===== config.mk =====
export PLATFORM = sky130hd
export DESIGN_NAME = serial_adder
export DESIGN_NICKNAME = d
export VERILOG_FILES = /design/src/rtl/serial_adder_pkg.sv /design/src/rtl/serial_adder_full_adder_cell.sv /design/src/rtl/serial_adder.sv
export SDC_FILE = /design/constraint.sdc
export NUM_CORES = 1
export LEC_CHECK = 0
export ABC_CLOCK_PERIOD_IN_PS = 1100
export BUFFER_PORTS_ARGS = -buffer_cell sky130_fd_sc_hd__buf_2
export CAP_MARGIN = 25
export CORE_ASPECT_RATIO = 2
export CORE_MARGIN = 1.5
export CORE_UTILIZATION = 48
export CTS_BUF_LIST = sky130_fd_sc_hd__clkbuf_4 sky130_fd_sc_hd__clkbuf_8 sky130_fd_sc_hd__clkbuf_16
export DETAILED_ROUTE_END_ITERATION = 16
export PLACE_DENSITY_LB_ADDON = 0.25
export SYNTH_ARGS = -nofsm -noshare
export SYNTH_HDL_FRONTEND = slang
export SYNTH_HIERARCHICAL = 1
export SYNTH_SLANG_ARGS = --single-unit

===== constraint.sdc =====
create_clock -name clk -period 1.1 [get_ports clk]
set_input_delay 0 -clock clk [delete_from_list [all_inputs] [get_ports clk]]
set_output_delay 0 -clock clk [all_outputs]
set_load 0.005 [all_outputs]

===== src/rtl/serial_adder_pkg.sv =====
// Shared types and helpers for the bit-serial adder.
// The optional subtract mode is enabled by defining SERIAL_ADDER_SUB_EN.
package serial_adder_pkg;

    typedef enum logic [1:0] {
        IDLE,
        RUN,
        DONE
    } sa_state_t;

    function automatic int cnt_w(int width);
        return $clog2(width);
    endfunction

endpackage


===== src/rtl/serial_adder_full_adder_cell.sv =====
// Single-bit combinational full adder; the only arithmetic in the serial adder.
module full_adder_cell (
    input  logic a,
    input  logic b,
    input  logic ci,
    output logic s,
    output logic co
);

    assign s  = a ^ b ^ ci;
    assign co = (a & b) | (a & ci) | (b & ci);

endmodule


===== src/rtl/serial_adder.sv =====
// Bit-serial WIDTH-bit adder, one bit per clock LSB first, start/busy/done handshake.
// Define SERIAL_ADDER_SUB_EN to add the sub port (a - b - cin, cout=1 means no borrow).
module serial_adder
    import serial_adder_pkg::*;
#(
    parameter int WIDTH = 8
) (
    input  logic             clk,
    input  logic             rst_n,
    input  logic             start,
    input  logic [WIDTH-1:0] a,
    input  logic [WIDTH-1:0] b,
    input  logic             cin,
`ifdef SERIAL_ADDER_SUB_EN
    input  logic             sub,
`endif
    output logic             busy,
    output logic             done,
    output logic [WIDTH-1:0] sum,
    output logic             cout
);

    localparam int CW = cnt_w(WIDTH);
    localparam logic [CW-1:0] LAST = CW'(WIDTH - 1);

    sa_state_t        state, state_nxt;
    logic [WIDTH-1:0] a_sr, b_sr, sum_r;
    logic [CW-1:0]    cnt;
    logic             carry;
    logic             fa_s, fa_co;
    logic [WIDTH-1:0] b_ld;
    logic             c_ld;

    // Subtraction is a + ~b + ~cin, so only the loaded values differ.
    always_comb begin
        b_ld = b;
        c_ld = cin;
`ifdef SERIAL_ADDER_SUB_EN
        if (sub) begin
            b_ld = ~b;
            c_ld = ~cin;
        end
`endif
    end

    full_adder_cell u_fa (
        .a  (a_sr[0]),
        .b  (b_sr[0]),
        .ci (carry),
        .s  (fa_s),
        .co (fa_co)
    );

    always_ff @(posedge clk or negedge rst_n) begin
        if (!rst_n) state <= IDLE;
        else        state <= state_nxt;
    end

    always_comb begin
        state_nxt = state;
        case (state)
            IDLE:    if (start) state_nxt = RUN;
            RUN:     if (cnt == LAST) state_nxt = DONE;
            DONE:    state_nxt = IDLE;
            default: state_nxt = IDLE;
        endcase
    end

    always_ff @(posedge clk or negedge rst_n) begin
        if (!rst_n) begin
            a_sr  <= '0;
            b_sr  <= '0;
            sum_r <= '0;
            carry <= 1'b0;
            cnt   <= '0;
        end else if (state == IDLE && start) begin
            a_sr  <= a;
            b_sr  <= b_ld;
            carry <= c_ld;
            cnt   <= '0;
        end else if (state == RUN) begin
            a_sr  <= a_sr >> 1;
            b_sr  <= b_sr >> 1;
            sum_r <= {fa_s, sum_r[WIDTH-1:1]};
            carry <= fa_co;
            // Hold at LAST so a power-of-two WIDTH never wraps the counter.
            if (cnt != LAST) cnt <= cnt + 1'b1;
        end
    end

    assign busy = (state != IDLE);
    assign done = (state == DONE);
    assign sum  = sum_r;
    assign cout = carry;

endmodule

==> results.ini <==
[clock_network]
cts_root_buffer=clkbuf_8
cts_buffer_depth=2
clk_pin_slew_ns=0.06
numCtsBuffers=5
clk_latency_ns=0.28
ctsHtreeMaxLevel=2
clkSinkCount=30
cts_tree=done

[global_route]
use_met1=0.235
grt_use_met2=0.464
antenna_found_initial=0
met3_usage=0.0422
grt_max_degree=31
first_global_vias=1340
grt_pass1_wl_um=5980
track_usage=0.237
grt-busiest-layer=met2
grt_overflow=0

[floorplan]
dieArea_sq_um=3410
io_pins=31
initial_core_util=0.497
rows=28
dieHeight_um=81.1
die_width_um=42.1
core_area_sq_um=2940

[yosys]
synth_compound_area_frac=0.137
synth-seq-area-share=0.513
yosysUniqueCellTypes=25
synth_xor_area_frac=0
syn_nets=154
ys_seq_elements=30
synth_top_cell_by_area=dfrtp_1
yosys-mux-area-fraction=0.0615
netlist_area_sq_um=1460
synth_top_family_by_area=simple AND/OR/NAND/NOR gates
synthSimpleGateAreaFrac=0.198
netlist_top_cells_area=dfrtp_1 51%, nor3_2 6.2%, mux2_2 6.2%
avgSynthCellArea_sq_um=11.2
yosys.area_share.adder=0.0308
synth.top_cell.area_share=0.513
yosys_warnings=6
netlist_instances=131

[cells_and_area]
drive_above_1_share=0.697
nFillCells=156
syn_to_final_growth_pct=67.1
final_nets=230
diodes=0
mostFrequentLayoutCell=buf_2
finalNonFillerCells=238
final_cell_mix=30 x buf_2, 29 x dfrtp_1, 24 x buf_4

[critical_path]
reg2regPathDepth=2
crit_buf_inv=0
path_cells=fa_1 -> mux2_2
crit_fanout=2
critPathRequiredTime_ns=1.27
crit_path_start_kind=flip-flop
cp.depth=2
cpMaxStageDelayCell=fa_1
crit_family=adder cells
critical_path_class=flip-flop to flip-flop
end_kind=flip-flop
arrival_ns=1.44
critical-path-max-stage-delay_ns=0.47

[sta]
max_freq_mhz=790
fin_crit_sh=1.15
fin_tns_setup_ns=-1.88
rsz0062_at_grt=true
setup_viol=29
clock-skew-final_ns=0.00247
fin_crit_ns=1.27
worst_pin_slew_ns=0.388
finalHoldViolCount=0
maxSlewHeadroom=0.741
hold-worst-slack_ns=0.0158
finalWorstSetupSlack_ns=-0.166
slew_viol_final=0

[placed_design]
place_ws_ns=-0.142
gp_congestion=0.755
place_inst=209
hpwl_um=2450
io_buffers=30

[pwr]
p_per_area_nw_per_um2=2690
ir_worst_vdd_v=0.00179
swShare=0.372
p_seq_frac=0.325
p_switching_mw=2.45
clockPowerShare=0.146
p_comb_frac=0.529
internal_power_mw=4.13
p_leak_nw=1.09
power_mw=6.58

[status]
failed_checks=setup timing
status=finished with violations

[route]
drt-total-wl_um=4410
firstDrtPassIters=4
wl_per_cell_um=18.5
antenna_left=0
vias=1396
drc=0
drt_iter0_drc=25
avgViaCountPerCell=5.87

[min_path]
hp-class=input port to flip-flop
hold_path_depth=3

[job]
max_cap_violations=0

## Yosys cell counts
master and count:
dfrtp_1 30, nor2_1 19, o22ai_1 14, nor3_1 10, nor3_2 9, mux2_2 8
a21oi_1 7, buf_6 6, nand2_1 4, o2bb2ai_1 3, a22oi_1 2, a32oi_1 2
ha_1 2, inv_1 2, nand2b_4 2, nor4b_1 2, and3_1 1, buf_2 1
clkbuf_1 1, fa_1 1, inv_2 1, nand2_2 1, o21ba_2 1, o32ai_1 1
or2_1 1
## metrics by stage
| stage | area, sq um | utilization |
|---|---|---|
| detailed placement | 1870 | 0.634 |
| finish | 2450 | 0.831 |
| global route | 2450 | 0.831 |
| CTS | 2220 | 0.755 |
| global placement | 1870 | 0.634 |
| floorplan | 1560 | - |
## per-layer routing
metal / part of all wire / vias to the layer above
met1: 0.34 / 698
li1: - / 633
met5: 0 / -
met4: 0.042 / 0
met3: 0.034 / 16
met2: 0.58 / 49
## layout make-up
| class | count | area (sq um) | area share |
|---|---|---|---|
| Inverter | 3 | 27.5 | 0.0113 |
| Clock inverter | 1 | 5.00 | 0.00205 |
| Tap cell | 30 | 37.5 | 0.0153 |
| Timing Repair Buffer | 75 | 564 | 0.231 |
| Multi-Input combinational cell | 92 | 970 | 0.396 |
| Clock buffer | 7 | 90.1 | 0.0368 |
| Sequential cell | 30 | 752 | 0.307 |
## repair_timing
action                                  in CTS  in global routing
setup buffers                                7                  7
endpoints found under the setup margin      31                 31
hold buffers                                 5                  0
gates resized for setup                     31                 38
cloned                                       1                  1
hold endpoints to repair                    34                  0
pin swaps                                   10                  8
## cell families after synthesis
kind of cell,after synthesis
AND/OR/NAND/NOR,49
AO/OA/AOI/OAI,30
flip-flops,30
buffers and inverters,11
multiplexers,8
adder cells (fa/ha/maj),3
## power by group through the flow
stage | Combinational (mW) | Clock, mW | Sequential (mW)
floorplan | 1.63 | 0 | 2.01
global placement | 2.34 | 0 | 2.02
detailed placement | 2.44 | 0 | 2.06
CTS | 2.84 | 0.965 | 2.06
global route | 3.70 | 1.03 | 2.19
finish | 3.48 | 0.960 | 2.14
## worst paths after layout
path | startpoint | to | slack (ns)
worst min-delay path | a[3] | a_sr[3]$_DFFE_PN0P_ | 0.02
worst min register to register | sum[0]$_DFFE_PN0P_ | sum[0]$_DFFE_PN0P_ | 0.51
worst max register to register | b_sr[0]$_DFFE_PN0P_ | sum[7]$_DFFE_PN0P_ | -0.17
max in group asynchronous | rst_n | state[1]$_DFFE_PN0P_ | 0.54
min in group asynchronous | rst_n | sum[6]$_DFFE_PN0P_ | 0.25
worst max-delay path | b_sr[0]$_DFFE_PN0P_ | sum[7]$_DFFE_PN0P_ | -0.17
## flip-flops by register name, indices dropped and copies added (netlist names)
name   count
a_sr       8
cout       1
state      2
sum        8
b_sr       8
cnt        3
## worst min-delay path: stages
cell	delay, ns
buf_2	0.09
o22ai_2	0.06
a21oi_1	0.11
Note: power is estimated with default switching activity, not from simulation.
